File: config.mk
export PLATFORM = sky130hd
export DESIGN_NAME = mem_arbiter
export DESIGN_NICKNAME = d
export VERILOG_FILES = /design/src/rtl/mem_arb_pkg.sv /design/src/rtl/mem_arbiter_rr_picker.sv /design/src/rtl/mem_arbiter.sv
export SDC_FILE = /design/constraint.sdc
export NUM_CORES = 1
export LEC_CHECK = 0
export CORE_ASPECT_RATIO = 0.6
export CORE_UTILIZATION = 30
export CTS_CLUSTER_SIZE = 30
export DETAILED_ROUTE_END_ITERATION = 16
export PLACE_DENSITY = 0.85
export SETUP_SLACK_MARGIN = 0.2
export SYNTH_ARGS = -nofsm -noshare
export SYNTH_HDL_FRONTEND = slang
export SYNTH_SLANG_ARGS = --single-unit
File: constraint.sdc
create_clock -name clk -period 2.2 [get_ports clk]
set_clock_uncertainty 0.15 [all_clocks]
set_input_delay 0.22 -clock clk [delete_from_list [all_inputs] [get_ports clk]]
set_output_delay 0.22 -clock clk [all_outputs]
set_load 0.1 [all_outputs]
File: src/rtl/mem_arb_pkg.sv
// -----------------------------------------------------------------------------
// mem_arb_pkg
// Shared types and constants for the unified-memory arbiter.
//   arb_state_t : arbiter state (free round-robin / locked burst)
//   REQ_FETCH / REQ_EXEC : fixed requester slots
//   MAX_REQ / TAG_W      : largest supported requester count and its index width
//   STAT_W               : width of the optional statistics counters
//   tag_onehot()         : requester index to one-hot vector
//   sat_inc()            : saturating increment for statistics counters
// -----------------------------------------------------------------------------
package mem_arb_pkg;

    typedef enum logic {
        ST_FREE   = 1'b0,
        ST_LOCKED = 1'b1
    } arb_state_t;

    localparam int REQ_FETCH = 0;
    localparam int REQ_EXEC  = 1;
    localparam int MAX_REQ   = 4;
    localparam int TAG_W     = $clog2(MAX_REQ);
    localparam int STAT_W    = 16;

    function automatic logic [MAX_REQ-1:0] tag_onehot(input logic [TAG_W-1:0] tag);
        logic [MAX_REQ-1:0] oh;
        oh      = '0;
        oh[tag] = 1'b1;
        return oh;
    endfunction

    function automatic logic [STAT_W-1:0] sat_inc(input logic [STAT_W-1:0] v);
        return (v == {STAT_W{1'b1}}) ? v : v + 1'b1;
    endfunction

endpackage

File: src/rtl/mem_arbiter_rr_picker.sv
// -----------------------------------------------------------------------------
// rr_picker
// Combinational round-robin selector: returns the first requesting index at or
// after ptr_i, scanning upward and wrapping at NUM_REQ.
//   req_i   : request vector, padded to MAX_REQ (only NUM_REQ bits examined)
//   ptr_i   : round-robin start index (< NUM_REQ)
//   valid_o : at least one request present
//   idx_o   : winning index
// -----------------------------------------------------------------------------
module rr_picker
    import mem_arb_pkg::*;
#(
    parameter int NUM_REQ = 2
) (
    input  logic [MAX_REQ-1:0] req_i,
    input  logic [TAG_W-1:0]   ptr_i,
    output logic               valid_o,
    output logic [TAG_W-1:0]   idx_o
);

    always_comb begin
        valid_o = 1'b0;
        idx_o   = '0;
        // Scan from the farthest offset down to zero so the nearest requester
        // at or after the pointer is the last (and therefore final) writer.
        for (int k = NUM_REQ - 1; k >= 0; k--) begin
            int unsigned      sum;
            logic [TAG_W-1:0] cand;
            sum = int'(ptr_i) + k;
            if (sum >= NUM_REQ) begin
                sum = sum - NUM_REQ;
            end
            cand = TAG_W'(sum);
            if (req_i[cand]) begin
                valid_o = 1'b1;
                idx_o   = cand;
            end
        end
    end

endmodule

File: src/rtl/mem_arbiter.sv
// -----------------------------------------------------------------------------
// mem_arbiter
// Shares the single-port unified memory between NUM_REQ requesters (fetch,
// execution load/store, future DMA/debug). Round-robin arbitration, a burst
// lock that keeps the port with one requester, and fixed-latency read return
// tagged per requester. The memory side is muxed combinationally, so a beat is
// issued in its grant cycle.
//
// Optional build macro: MEM_ARB_STATS_EN adds saturating per-requester grant
// counters and a conflict counter; without it the stat ports read as zero.
//
// Ports:
//   clk, rst_n         : clock, asynchronous active-low reset
//   req/lock/we        : per-requester request, burst hold, write enable
//   addr/wdata         : per-requester address and write data
//   gnt                : one-hot grant (beat = req[i] & gnt[i])
//   rvalid             : read data valid for requester i
//   rdata              : mem_rdata broadcast to all requesters
//   mem_we/addr/wdata  : memory command (zero when nothing is granted)
//   mem_rdata          : memory read data
//   busy               : grant active, burst locked, or reads in flight
//   stat_gnt_cnt       : per-requester grant count (saturating)
//   stat_conflict_cnt  : cycles with more than one request (saturating)
// -----------------------------------------------------------------------------
module mem_arbiter
    import mem_arb_pkg::*;
#(
    parameter int NUM_REQ      = 2,
    parameter int ADDR_WIDTH   = 16,
    parameter int DATA_WIDTH   = 8,
    parameter int READ_LATENCY = 1
) (
    input  logic                                 clk,
    input  logic                                 rst_n,
    input  logic [NUM_REQ-1:0]                   req,
    input  logic [NUM_REQ-1:0]                   lock,
    input  logic [NUM_REQ-1:0]                   we,
    input  logic [NUM_REQ-1:0][ADDR_WIDTH-1:0]   addr,
    input  logic [NUM_REQ-1:0][DATA_WIDTH-1:0]   wdata,
    output logic [NUM_REQ-1:0]                   gnt,
    output logic [NUM_REQ-1:0]                   rvalid,
    output logic [DATA_WIDTH-1:0]                rdata,
    output logic                                 mem_we,
    output logic [ADDR_WIDTH-1:0]                mem_addr,
    output logic [DATA_WIDTH-1:0]                mem_wdata,
    input  logic [DATA_WIDTH-1:0]                mem_rdata,
    output logic                                 busy,
    output logic [NUM_REQ-1:0][STAT_W-1:0]       stat_gnt_cnt,
    output logic [STAT_W-1:0]                    stat_conflict_cnt
);

    arb_state_t       state_q, state_d;
    logic [TAG_W-1:0] rr_ptr_q, rr_ptr_d;
    logic [TAG_W-1:0] owner_q, owner_d;

    logic             pick_valid;
    logic [TAG_W-1:0] pick_idx;
    logic             grant_valid;
    logic [TAG_W-1:0] grant_idx;
    logic             read_beat;
    logic [MAX_REQ-1:0] gnt_full;
    logic [MAX_REQ-1:0] rvalid_full;

    // Requester inputs padded to MAX_REQ so a TAG_W-bit index always fits.
    logic [MAX_REQ-1:0]                 req_x, lock_x, we_x;
    logic [MAX_REQ-1:0][ADDR_WIDTH-1:0] addr_x;
    logic [MAX_REQ-1:0][DATA_WIDTH-1:0] wdata_x;

    // Read-return tag pipeline: slot 0 is loaded in the issue cycle, the last
    // slot drives rvalid READ_LATENCY cycles later.
    logic [READ_LATENCY-1:0]            pv_q;
    logic [READ_LATENCY-1:0][TAG_W-1:0] ptag_q;

    function automatic logic [TAG_W-1:0] wrap_inc(input logic [TAG_W-1:0] i);
        return (int'(i) == NUM_REQ - 1) ? '0 : i + 1'b1;
    endfunction

    always_comb begin
        req_x   = '0;
        lock_x  = '0;
        we_x    = '0;
        addr_x  = '0;
        wdata_x = '0;
        for (int k = 0; k < NUM_REQ; k++) begin
            req_x[k]   = req[k];
            lock_x[k]  = lock[k];
            we_x[k]    = we[k];
            addr_x[k]  = addr[k];
            wdata_x[k] = wdata[k];
        end
    end

    rr_picker #(
        .NUM_REQ (NUM_REQ)
    ) u_picker (
        .req_i   (req_x),
        .ptr_i   (rr_ptr_q),
        .valid_o (pick_valid),
        .idx_o   (pick_idx)
    );

    // Next-state / grant decode.
    always_comb begin
        // NOTE: every output of this block gets a default first, so no path
        // leaves a signal unassigned and no latch is inferred.
        state_d     = state_q;
        rr_ptr_d    = rr_ptr_q;
        owner_d     = owner_q;
        grant_valid = 1'b0;
        grant_idx   = pick_idx;

        unique case (state_q)
            ST_FREE: begin
                if (pick_valid) begin
                    grant_valid = 1'b1;
                    rr_ptr_d    = wrap_inc(pick_idx);
                    if (lock_x[pick_idx]) begin
                        state_d = ST_LOCKED;
                        owner_d = pick_idx;
                    end
                end
            end
            ST_LOCKED: begin
                // Other requesters are ignored; the owner keeps the port for
                // as long as it keeps both req and lock high.
                grant_idx   = owner_q;
                grant_valid = req_x[owner_q];
                if (!(req_x[owner_q] && lock_x[owner_q])) begin
                    state_d  = ST_FREE;
                    rr_ptr_d = wrap_inc(owner_q);
                end
            end
            default: state_d = ST_FREE;
        endcase
    end

    assign gnt_full  = grant_valid ? tag_onehot(grant_idx) : '0;
    assign gnt       = gnt_full[NUM_REQ-1:0];
    assign read_beat = grant_valid & ~we_x[grant_idx];

    always_comb begin
        mem_we    = 1'b0;
        mem_addr  = '0;
        mem_wdata = '0;
        if (grant_valid) begin
            mem_we    = we_x[grant_idx] & req_x[grant_idx];
            mem_addr  = addr_x[grant_idx];
            mem_wdata = wdata_x[grant_idx];
        end
    end

    always_ff @(posedge clk or negedge rst_n) begin
        if (!rst_n) begin
            state_q  <= ST_FREE;
            rr_ptr_q <= '0;
            owner_q  <= '0;
            pv_q     <= '0;
        end else begin
            // NOTE: non-blocking assignments here so every flop samples the
            // pre-edge value of its neighbours (the pipeline shifts correctly).
            state_q  <= state_d;
            rr_ptr_q <= rr_ptr_d;
            owner_q  <= owner_d;
            pv_q[0]  <= read_beat;
            for (int k = 1; k < READ_LATENCY; k++) begin
                pv_q[k] <= pv_q[k-1];
            end
        end
    end

    // NOTE: the tag payload carries no reset; it is only ever observed through
    // its valid bit, which is reset above.
    always_ff @(posedge clk) begin
        ptag_q[0] <= grant_idx;
        for (int k = 1; k < READ_LATENCY; k++) begin
            ptag_q[k] <= ptag_q[k-1];
        end
    end

    assign rvalid_full = pv_q[READ_LATENCY-1] ? tag_onehot(ptag_q[READ_LATENCY-1]) : '0;
    assign rvalid      = rvalid_full[NUM_REQ-1:0];
    assign rdata       = mem_rdata;
    assign busy        = (|gnt) | (state_q == ST_LOCKED) | (|pv_q);

`ifdef MEM_ARB_STATS_EN
    logic [NUM_REQ-1:0][STAT_W-1:0] gnt_cnt_q;
    logic [STAT_W-1:0]              conflict_cnt_q;
    logic                           conflict;

    // More than one bit set: clearing the lowest set bit leaves something.
    assign conflict = (req & (req - 1'b1)) != '0;

    always_ff @(posedge clk or negedge rst_n) begin
        if (!rst_n) begin
            gnt_cnt_q      <= '0;
            conflict_cnt_q <= '0;
        end else begin
            for (int k = 0; k < NUM_REQ; k++) begin
                if (gnt[k]) begin
                    gnt_cnt_q[k] <= sat_inc(gnt_cnt_q[k]);
                end
            end
            if (conflict) begin
                conflict_cnt_q <= sat_inc(conflict_cnt_q);
            end
        end
    end

    assign stat_gnt_cnt      = gnt_cnt_q;
    assign stat_conflict_cnt = conflict_cnt_q;
`else
    assign stat_gnt_cnt      = '0;
    assign stat_conflict_cnt = '0;
`endif

endmodule

==> flow_summary.yaml, run 1 <==
synthesis:
  synth_top_area_frac: 0.345
  syn_area_mm2: 0.00131
  syn-instance-count: 163
  synth_compound_area_frac: 0.270
  synth_seq_area_share: 0.146
  ys.warnings.count: 0
  syn_avg_cell_area_um2: 8.01
  synth_area_leader_cell: "buf_4"
  synth-xor-area-share: 0
  synth_seq_cells: 8
  synth_top_family_by_area: "buffers and inverters"
  ys_types: 34
  synthMuxAreaShare: 0.0354
  synth.area.top_cells: "buf_4 34%, a22oi_1 14%, dfrtp_1 11%, nor2_1 8.3%, buf_6 4.3%"
  synth_simple_gate_area_frac: 0.149
  synthAdderAreaFrac: 0
floorplan:
  start_util: 0.315
  die_area_mm2: 0.00463
  floorplan.die.height_um: 53.1
  die_x_um: 87.2
  coreArea_mm2: 0.00414
  io_pins: 150
  num_rows: 18
worst_setup_path:
  startpoint: "rr_ptr_q[0]"
  r2r-end: "rr_ptr_q[1]"
  critical_path_arrival_ns: 1.83
  r2r_start: "owner_q[0]"
  crit_fanout: 3
  reg2reg_slack_ns: 0.50
  critPathRequiredTime_ns: 1.83
  crit_path_end_kind: "output port"
  r2r_cells: 4
  critPathKind: "reg2out"
  critPathLaunchType: "register"
finish:
  fin_util: 0.724
  ff_latch_area_um2: 194
  n_antenna_cell: 0
  n_fill_cell: 264
  area_growth_pct: 130
  drive_gt1_frac: 0.504
  final_cell_mix: "53 x clkdlybuf4s50_1, 48 x conb_1, 34 x buf_12, 25 x nor2_4, 23 x a22oi_2"
  final_common_cell: "clkdlybuf4s50_1"
  nNetsFinal: 335
  multiInputGateArea_mm2: 0.00112
placed_design:
  io_buffers: 85
  globalplace.congestion: 0.951
  dp_hpwl_mm: 3.43
grt:
  grt_pass1_vias: 1360
  grt_overflow: 0
  grt_usage: 0.205
  grt_pass1_wl_mm: 6.93
  grt_max_degree: 18
  antenna_found_initial: 0
outcome:
  status: "finished with violations"
  violations: "setup timing"
clocking:
  clk_latency_ns: 0.24
  htree_num_levels: 1
  cts_root_buf: "clkbuf_8"
  cts.hold.buffers_added: 0
  clkSlewWorstSetupHoldPaths_ns: 0.05
  numCtsBuffers: 3
  cts_tree: "built"
  clock_path_buffers: 2
  clock_sinks: 8
routing:
  drt_iter0_drc: 67
  avgViaCountPerCell: 4.47
  drt_pass1_iterations: 4
  drc_errors: 0
  antenna_left: 0
  wl_per_cell_um: 16.4
  vias: 1476
  drt-total-wl_mm: 5.40
timing:
  setup_ws_ns: -0.00381
  maxSlewViolCount: 0
  fmaxAchievable_ghz: 0.454
  grt_setup_unrepaired: "yes"
  setup_viol: 2
  finalHoldViolations: 0
  finalCritPeriodShare: 1.00
  period_needed_ns: 2.20
min_path:
  hold_class: "in2async"
flow_run:
  maxCapViolCount: 0
cell families (layout without fill, tap and decap cells):
| group | Yosys count | after routing |
|---|---|---|
| flops | 8 | 8 |
| simple gates | 42 | 42 |
| mux | 4 | 4 |
| other cells | 1 | 48 |
| compound gates | 40 | 40 |
| buf+inv | 68 | 128 |
state kept, by name (all words and copies together), names as in the netlist:
name / flops
owner_q: 2
ptag_q: 2
pv_q: 1
rr_ptr_q: 2
state_q: 1
synthesized netlist by cell type:
master,n
buf_4,60
o21a_1,1
conb_1,1
mux2_4,1
and2_1,1
a32o_1,1
and2b_1,1
a31oi_4,1
and3b_1,1
a22o_1,2
nor2b_1,2
mux2_2,1
dfxtp_1,2
or4_1,1
o311a_1,1
nor3_1,1
o2111ai_1,1
o22ai_4,1
a21boi_1,1
a22oi_1,25
nand2_1,3
inv_1,3
dfrtp_1,6
nand2b_1,1
a31oi_1,1
nor2_1,29
o21a_4,1
a21oi_1,1
nor3b_1,1
o21ai_0,2
a2bb2oi_4,1
buf_6,5
nand2b_4,1
mux2i_1,2
critical path, stage by stage, from the launching register on:
cell and delay, ns:
dfrtp_1 0.42, buf_6 0.14, a21boi_4 0.20, nor2_4 0.07
a2bb2oi_4 0.16, buf_6 0.14, buf_6 0.11, buf_6 0.11
nor2_4 0.09, buf_12 0.18
per-stage QoR:
step,instance area (µm²),hold WS (ns),worst slack (ns),TNS (ns),instances
floorplan,1690,-0.226,-0.323,-0.332,210
global placement,2510,0.291,-0.0222,-0.329,302
detailed placement,2510,0.291,-0.0821,-1.75,302
CTS,2810,0.0938,0.0626,0,323
global route,3000,0.111,-0.0345,-0.238,330
finish,3000,0.0857,-0.00381,-0.00383,330
final cells by class:
| type | count | share of cell area |
|---|---|---|
| multi-input cells | 134 | 0.374 |
| flip-flops and latches | 8 | 0.0646 |
| clock buffers | 4 | 0.0150 |
| inverters | 3 | 0.00375 |
| well taps | 60 | 0.0250 |
| repair buffers | 121 | 0.518 |
worst max-delay path by stage:
| stage | slack [ns] | end | cells after the start |
|---|---|---|---|
| 2_1_floorplan | -0.32 | gnt[0] | 5 |
| 3_3_place_gp | -0.02 | mem_addr[1] | 7 |
| 3_5_place_dp | -0.08 | mem_addr[6] | 7 |
| 4_1_cts | 0.06 | mem_addr[13] | 7 |
| 5_1_grt | -0.03 | mem_we | 9 |
| 6_report | -0.004 | mem_we | 9 |
what timing repair did:
| item | 4_1_cts | 5_1_grt |
|---|---|---|
| pin swaps | 4 | 32 |
| endpoints found under the hold margin | 0 | 0 |
| setup endpoints to repair | 28 | 27 |
| cloned | 2 | 0 |
| gates resized for setup | 25 | 30 |
| setup buffers | 15 | 7 |
layer usage:
| metal | up-vias | part of all wire | track usage |
|---|---|---|---|
| li1 | 680 | - | - |
| met1 | 710 | 0.39 | 0.238 |
| met2 | 78 | 0.53 | 0.390 |
| met3 | 8 | 0.068 | 0.0530 |
| met4 | 0 | 0.015 | 0.0328 |
| met5 | - | 0 | 0 |
Power of run 1 is not shown: default switching activity piles up to over one toggle a cycle in this logic, so the estimate is an artifact.
==> inputs of run 2 (changes only) <==
--- a/config.mk
+++ b/config.mk
@@ -5,6 +5,7 @@
 export SDC_FILE = /design/constraint.sdc
 export NUM_CORES = 1
 export LEC_CHECK = 0
+export CAP_MARGIN = 0
 export CORE_ASPECT_RATIO = 0.6
 export CORE_UTILIZATION = 30
 export CTS_CLUSTER_SIZE = 30
==> results of run 2 <==
The final DEF is identical to that of run 1; final timing and power are the same.
Power of run 2 is left out for the same reason.
